[src/rtl/vm_controller.sv]
// Vending machine controller: credit accumulation, product selection, dispenser
// handshake, change return and idle-timeout refund with registered outputs.
//
// state      | meaning
// -----------+------------------------------------------------------------
// S_IDLE     | no credit held, waiting for a coin
// S_CREDIT   | credit > 0, accepting coins/selections, idle timer running
// S_DISPENSE | GetX held high, waiting for DispAck
// S_CHANGE   | one-cycle change return of the remaining credit
module vm_controller #(
    parameter int PRICE_MOJO   = 20,
    parameter int PRICE_FIZZUP = 25,
    parameter int CREDIT_MAX   = 50,
    parameter int CREDIT_W     = 8,
    parameter int TIMEOUT      = 255
) (
    input  logic                Clk,
    input  logic                Rst,
    input  logic                Taka,
    input  logic [1:0]          TakaVal,
    input  logic                Mojo,
    input  logic                FizzUp,
    input  logic                Cancel,
    input  logic                DispAck,
    output logic                GetMojo,
    output logic                GetFizzUp,
    output logic                ChangeValid,
    output logic [CREDIT_W-1:0] ChangeAmt,
    output logic                Error,
    output logic [1:0]          ErrCode,
    output logic [CREDIT_W-1:0] Credit,
    output logic                Busy
);

    localparam int SUM_W   = CREDIT_W + 1;
    localparam int TIMER_W = (TIMEOUT > 1) ? $clog2(TIMEOUT + 1) : 1;
    localparam logic [SUM_W-1:0]    MAX_SUM    = SUM_W'(CREDIT_MAX);
    localparam logic [CREDIT_W-1:0] PRICE_M    = CREDIT_W'(PRICE_MOJO);
    localparam logic [CREDIT_W-1:0] PRICE_F    = CREDIT_W'(PRICE_FIZZUP);
    localparam logic [TIMER_W-1:0]  TIMEOUT_TC = TIMER_W'((TIMEOUT > 0) ? TIMEOUT - 1 : 0);

    typedef enum logic [1:0] {
        S_IDLE,
        S_CREDIT,
        S_DISPENSE,
        S_CHANGE
    } state_t;

    state_t               state_q, state_d;
    logic [CREDIT_W-1:0]  credit_q, credit_d;
    logic [TIMER_W-1:0]   timer_q, timer_d;
    logic                 get_mojo_q, get_mojo_d;
    logic                 get_fizzup_q, get_fizzup_d;
    logic                 change_valid_q, change_valid_d;
    logic [CREDIT_W-1:0]  change_amt_q, change_amt_d;
    logic                 error_q, error_d;
    logic [1:0]           err_code_q, err_code_d;
    logic                 busy_q, busy_d;
    logic                 coin_ok;
    logic [CREDIT_W-1:0]  coin_value;
    logic [SUM_W-1:0]     coin_sum;

    always_comb begin
        case (TakaVal)
            2'd0:    coin_value = CREDIT_W'(1);
            2'd1:    coin_value = CREDIT_W'(2);
            2'd2:    coin_value = CREDIT_W'(5);
            default: coin_value = CREDIT_W'(10);
        endcase
        coin_sum = {1'b0, credit_q} + {1'b0, coin_value};
    end

    always_ff @(posedge Clk) begin
        if (Rst) begin
            state_q        <= S_IDLE;
            credit_q       <= '0;
            timer_q        <= '0;
            get_mojo_q     <= 1'b0;
            get_fizzup_q   <= 1'b0;
            change_valid_q <= 1'b0;
            change_amt_q   <= '0;
            error_q        <= 1'b0;
            err_code_q     <= 2'd0;
            busy_q         <= 1'b0;
        end else begin
            state_q        <= state_d;
            credit_q       <= credit_d;
            timer_q        <= timer_d;
            get_mojo_q     <= get_mojo_d;
            get_fizzup_q   <= get_fizzup_d;
            change_valid_q <= change_valid_d;
            change_amt_q   <= change_amt_d;
            error_q        <= error_d;
            err_code_q     <= err_code_d;
            busy_q         <= busy_d;
        end
    end

    always_comb begin
        state_d      = state_q;
        credit_d     = credit_q;
        timer_d      = '0;
        get_mojo_d   = get_mojo_q;
        get_fizzup_d = get_fizzup_q;
        change_amt_d = '0;
        error_d      = 1'b0;
        err_code_d   = 2'd0;
        coin_ok      = 1'b0;

        case (state_q)
            S_IDLE, S_CREDIT: begin
                if (Taka) begin
                    if (!Cancel && !Mojo && !FizzUp && coin_sum <= MAX_SUM) begin
                        coin_ok  = 1'b1;
                        credit_d = coin_sum[CREDIT_W-1:0];
                        state_d  = S_CREDIT;
                    end else begin
                        error_d    = 1'b1;
                        err_code_d = 2'd3;
                    end
                end
                // Selection faults are assigned after the coin so they win the code.
                if (Cancel) begin
                    if (state_q == S_CREDIT) begin
                        state_d = S_CHANGE;
                    end
                end else if (Mojo && FizzUp) begin
                    error_d    = 1'b1;
                    err_code_d = 2'd1;
                end else if (Mojo) begin
                    if (credit_q >= PRICE_M) begin
                        credit_d   = credit_q - PRICE_M;
                        get_mojo_d = 1'b1;
                        state_d    = S_DISPENSE;
                    end else begin
                        error_d    = 1'b1;
                        err_code_d = 2'd2;
                    end
                end else if (FizzUp) begin
                    if (credit_q >= PRICE_F) begin
                        credit_d     = credit_q - PRICE_F;
                        get_fizzup_d = 1'b1;
                        state_d      = S_DISPENSE;
                    end else begin
                        error_d    = 1'b1;
                        err_code_d = 2'd2;
                    end
                end else if (!Taka && state_q == S_CREDIT && TIMEOUT != 0 &&
                             timer_q == TIMEOUT_TC) begin
                    state_d = S_CHANGE;
                end
            end
            S_DISPENSE: begin
                if (Taka) begin
                    error_d    = 1'b1;
                    err_code_d = 2'd3;
                end
                if (DispAck) begin
                    get_mojo_d   = 1'b0;
                    get_fizzup_d = 1'b0;
                    state_d      = (credit_q != '0) ? S_CHANGE : S_IDLE;
                end
            end
            S_CHANGE: begin
                if (Taka) begin
                    error_d    = 1'b1;
                    err_code_d = 2'd3;
                end
                state_d = S_IDLE;
            end
            default: state_d = S_IDLE;
        endcase

        // Entering CHANGE moves the whole credit into the change register.
        if (state_d == S_CHANGE) begin
            change_amt_d = credit_d;
            credit_d     = '0;
        end
        change_valid_d = (state_d == S_CHANGE);
        busy_d         = (state_d == S_DISPENSE) || (state_d == S_CHANGE);

        if (TIMEOUT != 0 && state_q == S_CREDIT && state_d == S_CREDIT &&
            !coin_ok && !error_d) begin
            timer_d = timer_q + TIMER_W'(1);
        end
    end

    assign GetMojo     = get_mojo_q;
    assign GetFizzUp   = get_fizzup_q;
    assign ChangeValid = change_valid_q;
    assign ChangeAmt   = change_amt_q;
    assign Error       = error_q;
    assign ErrCode     = err_code_q;
    assign Credit      = credit_q;
    assign Busy        = busy_q;

endmodule
[config.mk]
export PLATFORM = sky130hd
export DESIGN_NAME = vm_controller
export DESIGN_NICKNAME = d
export VERILOG_FILES = /design/src/rtl/vm_controller.sv
export SDC_FILE = /design/constraint.sdc
export NUM_CORES = 1
export LEC_CHECK = 0
export BUFFER_PORTS_ARGS = -buffer_cell sky130_fd_sc_hd__buf_4
export CAP_MARGIN = 20
export CORE_ASPECT_RATIO = 0.6
export CORE_UTILIZATION = 40
export DETAILED_ROUTE_END_ITERATION = 10
export SYNTH_ARGS = -nofsm -noshare
export SYNTH_HDL_FRONTEND = slang
export SYNTH_SLANG_ARGS = --single-unit
[constraint.sdc]
create_clock -name Clk -period 6.3 [get_ports Clk]
set_input_delay 0.63 -clock Clk [delete_from_list [all_inputs] [get_ports Clk]]
set_output_delay 0.63 -clock Clk [all_outputs]
set_load 0.1 [all_outputs]
==> out/qor.txt, run 1 <==
Hold Crit Depth = 2
CP Cell Sequence = or3_1 -> o21ai_2 -> o31ai_1 -> nand3_1 -> a311o_1 -> nor2b_1
Worst Path Max Fanout = 13
Nets@finish = 317
Critical path class = reg -> reg
Initial antenna violation count = 0
Largest net degree at the start of global routing = 19
Hold Path Sink = GetMojo$_SDFFE_PP0P_
CTS Buf Count = 5
Max-cap violations = 0
HPWL Detailed = 4910 um
Origin of the worst min-delay path = GetMojo$_SDFFE_PP0P_
Highest clock rate = 0.326 GHz
VDD IR-drop max = 0.124 mV
Max incr delay on CP = 0.69 ns
Normalized max-slew margin = 0.363
Row count = 20
DRT Pass-1 Iters = 5
Predominant post-synthesis flop cell = dfxtp_1
Routed WL per cell = 17.8 um
Die Height = 60.6 um
Share of cells above drive strength 1 = 0.190
Post-layout min period = 3.07 ns
Post-CTS Setup Bufs = 0
Initial DRC count = 283
Most common cell after layout, fill and taps aside = dfxtp_1
Final Hold Fails = 0
H-tree Lvls = 2
CP bufs+invs = 0
Crit share post-route = 0.487
Buffers on Ports = 31
Most frequent cells in the layout = dfxtp_1 (33), buf_4 (31), a21oi_1 (27), inv_1 (17)
Post-Route Utilization = 0.503
Antenna diodes = 0
Vias = 2256
Syn nets = 294
GRT Total Usage = 0.231
Worst path top cell family by delay = compound AO/OA/AOI/OAI gates
Worst slew pin tran = 0.954 ns
Post-CTS Hold Fix Bufs = 0
Worst Setup Start Kind = flip-flop
Vias per cell = 6.06
Core ar. = 5280 um2
Area Overhead vs Synth = 16.1%
CP endpoint kind = flip-flop
Root buf cell = clkbuf_8
Run status = finished, final reports clean
FF+latch count, synth = 33
Gr ovfl total = 0
Antenna Nets Post-Route = 0
Worst Path Required = 6.46 ns
Final-layout fill cell count = 504
Crit path arrival time = 3.23 ns
Clk_lat worst skew = 0.29 ns
Layout Skew = 0.00572 ns
Post-synth EDFFs = 0
P per Cell Area = 195 nW/um2
Leakage power = 1.08 nW
RSZ-0062 raised after global routing = false
Seq/Total Area, Yosys = 0.289
Yosys warns = 0
Worst-path clk slew = 0.07 ns
Yosys cell types = 66
CTS resizes = 0
Syn Area/Cell = 8.44 um2
Hold crit path type = reg -> reg
Die area = 6040 um2
TritonCTS clock tree = done
Reg2reg end = ChangeAmt[2]$_SDFF_PP0_
Vias in the first global route = 1973
R2r startpoint = Credit[5]$_SDFF_PP0_
Post-route DRC = 0
Max-slew violations = 0
Synth Instances = 271
IO Pins = 32
WL final = 6620 um
Flop2flop setup slack = 3.23 ns
First-pass GRT wire length = 10500 um
FFs w/ async S/R, synth = 0
Initial core utilization = 0.433
Final setup vio count = 0
Routability cong. = 0.886
CTS Sinks = 33
CP max-delay cell = o31ai_1
Clock Path Buffers = 2
Die Wd = 99.7 um
Post-Syn Area = 2290 um2
R2R depth = 6
Setup TNS Final = 0 ns
==> kinds of logic after synthesis <==
kind of cell,Yosys count,synth area share
adders and majority gates,14,0.0798
DFF,33,0.289
and+or+nand+nor,88,0.230
buffers and inverters,33,0.0629
xor gates and xnor gates,11,0.0421
AOI/OAI and AO/OA,90,0.288
muxes,2,0.00875
==> cell type report <==
| class | count | area (um2) | share of cell area |
|---|---|---|---|
| Multi-Input combinational cell | 205 | 1480 | 0.558 |
| Sequential cell | 33 | 661 | 0.249 |
| Timing Repair Buffer | 31 | 233 | 0.0876 |
| Tap cell | 77 | 96.3 | 0.0363 |
| Clock buffer | 7 | 86.3 | 0.0325 |
| Inverter | 18 | 67.6 | 0.0254 |
| Clock inverter | 1 | 30.0 | 0.0113 |
==> worst reg2reg max path, stage by stage (launching register included) <==
cell and delay (ns):
dfxtp_1 0.64, or3_1 0.46, o21ai_2 0.15, o31ai_1 0.69, nand3_1 0.43, a311o_1 0.44
nor2b_1 0.14
==> synthesized netlist by cell type (all sizes together), types with 3 or more instances <==
cell type | number | area, um2
a31oi | 8 | 50.1
a211oi | 4 | 42.5
clkbuf | 10 | 37.5
inv | 18 | 67.6
xnor2 | 6 | 52.6
nand4 | 4 | 25.0
ha | 13 | 163
xor2 | 5 | 43.8
o2111ai | 3 | 32.5
o21ai | 9 | 48.8
and2 | 5 | 31.3
o211a | 3 | 30.0
buf | 5 | 38.8
a211o | 3 | 26.3
nand3 | 13 | 65.1
nor3 | 6 | 30.0
nand2 | 14 | 52.6
a21oi | 27 | 135
nor4 | 12 | 131
nor2b | 5 | 31.3
o211ai | 3 | 22.5
or3 | 6 | 37.5
nor2 | 14 | 52.6
dfxtp | 33 | 661
==> power breakdown <==
part           switching, mW  leakage (nW)  internal (mW)
clock                 0.0789        0.0585          0.129
combinational         0.0629         0.751         0.0277
sequential           0.00619         0.267          0.212
==> registers in the layout, indices dropped and copies added (netlist names), 2 cells and up <==
register,cells
timer_q,8
ErrCode,2
ChangeAmt,8
Credit,8
state_q,2
==> per-layer routing <==
| layer | vias up | part of all wire | global-route usage |
|---|---|---|---|
| met2 | 131 | 0.36 | 0.298 |
| li1 | 1065 | - | - |
| met4 | 0 | 0.011 | 0.0651 |
| met1 | 1050 | 0.52 | 0.366 |
| met3 | 10 | 0.10 | 0.0599 |
| met5 | - | 0 | 0 |
==> worst max path at each step <==
stage | end | from | slack, ns | depth (start not counted)
2_1_floorplan | ChangeAmt[2]$_SDFF_PP0_ | Credit[0]$_SDFF_PP0_ | 3.10 | 8
3_3_place_gp | ChangeAmt[6]$_SDFF_PP0_ | TakaVal[0] | 3.07 | 10
3_5_place_dp | ChangeAmt[6]$_SDFF_PP0_ | TakaVal[0] | 3.02 | 10
4_1_cts | ChangeAmt[6]$_SDFF_PP0_ | TakaVal[0] | 3.31 | 10
5_1_grt | ChangeAmt[6]$_SDFF_PP0_ | TakaVal[0] | 3.13 | 10
6_report | ChangeAmt[2]$_SDFF_PP0_ | Credit[5]$_SDFF_PP0_ | 3.23 | 6
==> through the flow <==
stage	area (um2)	setup slack [ns]	power (mW)	std cells	hold slack, ns
5_1_grt	2660	3.13	0.536	372	0.491
2_1_floorplan	2290	3.10	0.289	271	0.500
6_report	2660	3.23	0.517	372	0.457
3_3_place_gp	2540	3.07	0.312	364	0.446
4_1_cts	2660	3.31	0.519	372	0.459
3_5_place_dp	2540	3.02	0.312	364	0.449
(Power assumes the default switching activity.)
==> run 2: changes to the inputs <==
Clock period 6.3 ns to 2.7 ns, I/O delays scaled along.
==> run 2 against run 1 <==
- via count grew 1.7%
- non-clock buffer count up 21
- sequential share of layout area shrank 1.3 points
- total power grew 130%
- critical path depth is 4 higher
- clock skew down 0.0019 ns
- first-iteration DRC count shrank 3.5%
- worst setup slack worse by 3.1 ns
- fmax is 18% higher
- final cell count up 5.6%
- critical path type unchanged
==> out/qor.txt, run 2 (synthesized netlist as in run 1, its figures left out) <==
Core ar. = 5280 um2
Vias = 2294
TritonCTS clock tree = done
Worst-path clk slew = 0.07 ns
Clk_lat worst skew = 0.29 ns
GRT Total Usage = 0.254
Max incr delay on CP = 0.37 ns
CP Cell Sequence = ha_1 -> fa_2 -> buf_4 -> a21oi_1 -> nor4b_1 -> a22o_2 -> o211ai_1 -> buf_4 -> a311o_1 -> nor2b_1
Post-DP Area = 2730 um2
Vias in the first global route = 2120
Die area = 6040 um2
Worst Path Max Fanout = 6
CTS Sinks = 33
Worst Setup Start Kind = flip-flop
Worst path top cell family by delay = compound AO/OA/AOI/OAI gates
Routability cong. = 0.943
Run status = finished, final reports clean
Gr ovfl total = 0
WL met1 = 3720 um
Leakage power = 1.18 nW
WL met2 = 2720 um
Highest routing layer actually used = met4
Sequential power share = 0.415
DR WL met3 = 712 um
Int Power = 848 uW
WL final = 7190 um
Clock Path Buffers = 2
Vias per cell = 5.84
Antenna Nets Post-Route = 0
CP max-delay cell = a311o_1
Crit path top cell by count = buf_4
Area Overhead vs Synth = 25.1%
Root buf cell = clkbuf_8
Switch Pwr = 365 uW
Initial core utilization = 0.433
Post-layout min period = 2.60 ns
Crit share post-route = 0.964
Logic gate share of total power = 0.196
VDD IR-drop max = 0.232 mV
Initial DRC count = 273
Most common cell after layout, fill and taps aside = buf_4
Setup TNS Final = 0 ns
Share of cells above drive strength 1 = 0.288
Post-route DRC = 0
Nets@finish = 338
Highest clock rate = 0.384 GHz
CTS Buf Count = 5
CP bufs+invs = 2
Row count = 20
Layout Skew = 0.00380 ns
Worst Path Required = 2.88 ns
Antenna diodes = 0
Max-slew violations = 0
Final-layout fill cell count = 493
Largest net degree at the start of global routing = 18
Sw Ratio = 0.301
H-tree Lvls = 2
Final Hold Fails = 0
Most frequent cells in the layout = buf_4 (51), a21oi_1 (26), dfxtp_1 (25), inv_1 (17)
Worst slew pin tran = 0.964 ns
Fin area = 2860 um2
Clk pwr share = 0.389
Max-cap violations = 0
Buffers on Ports = 31
Die Height = 60.6 um
Crit path arrival time = 2.78 ns
Normalized max-slew margin = 0.356
Hold crit path type = in -> reg
Die Wd = 99.7 um
Routed WL per cell = 18.3 um
Final setup vio count = 0
HPWL Detailed = 5590 um
CP endpoint kind = flip-flop
First-pass GRT wire length = 11400 um
Critical path class = reg -> reg
DRT Pass-1 Iters = 5
Initial antenna violation count = 0
IO Pins = 32
P per Cell Area = 424 nW/um2
run 2: changes by cell type in the layout (fill, tap and decap cells not counted), moves of 2 or more:
| cell | delta |
|---|---|
| dfxtp_4 | +2 |
| dfxtp_1 | -8 |
| dfxtp_2 | +6 |
| buf_4 | +20 |
run 2: power by group through the flow:
stage	Sequential (mW)	Clock [mW]	Combinational, mW
finish	0.504	0.472	0.237
global route	0.505	0.507	0.255
CTS	0.504	0.478	0.231
detailed placement	0.515	0	0.230
global placement	0.515	0	0.228
floorplan	0.565	0	0.111
run 2: cell type report:
class,instances,area [um2],area share
Multi-Input combinational cell,205,1510,0.526
Sequential cell,33,676,0.236
Timing Repair Buffer,52,403,0.141
Tap cell,77,96.3,0.0337
Clock buffer,5,68.8,0.0240
Inverter,18,67.6,0.0236
Clock inverter,3,46.3,0.0162
run 2: timing repair:
item                       CTS  global route
setup endpoints to repair    0            13
hold buffers                 0             0
gates resized for setup      0             5
buffers inserted             0             0
run 2: path summary, 6_finish.rpt:
check	startpoint	to	slack (ns)	cells past startpoint
worst max-delay path	Credit[0]$_SDFF_PP0_	Credit[2]$_SDFF_PP0_	0.1	10
worst min-delay path	Rst	GetMojo$_SDFFE_PP0P_	0.22	2
worst max register to register	Credit[0]$_SDFF_PP0_	Credit[2]$_SDFF_PP0_	0.1	10
worst min register to register	GetMojo$_SDFFE_PP0P_	GetMojo$_SDFFE_PP0P_	0.48	2
run 2: per-stage QoR:
stage	util	total power [mW]	setup WS (ns)	cells	hold slack, ns
floorplan	-	0.675	0.0452	271	0.500
global placement	0.516	0.743	0.0690	385	0.467
detailed placement	0.516	0.745	-0.0378	385	0.475
CTS	0.538	1.21	0.0465	393	0.219
global route	0.542	1.27	-0.00776	393	0.221
finish	0.542	1.21	0.0985	393	0.225
run 2: per-layer routing:
layer	vias to the layer above	GRT usage
met4	0	0.0630
li1	1105	-
met3	5	0.0691
met5	-	0
met2	104	0.341
met1	1080	0.391
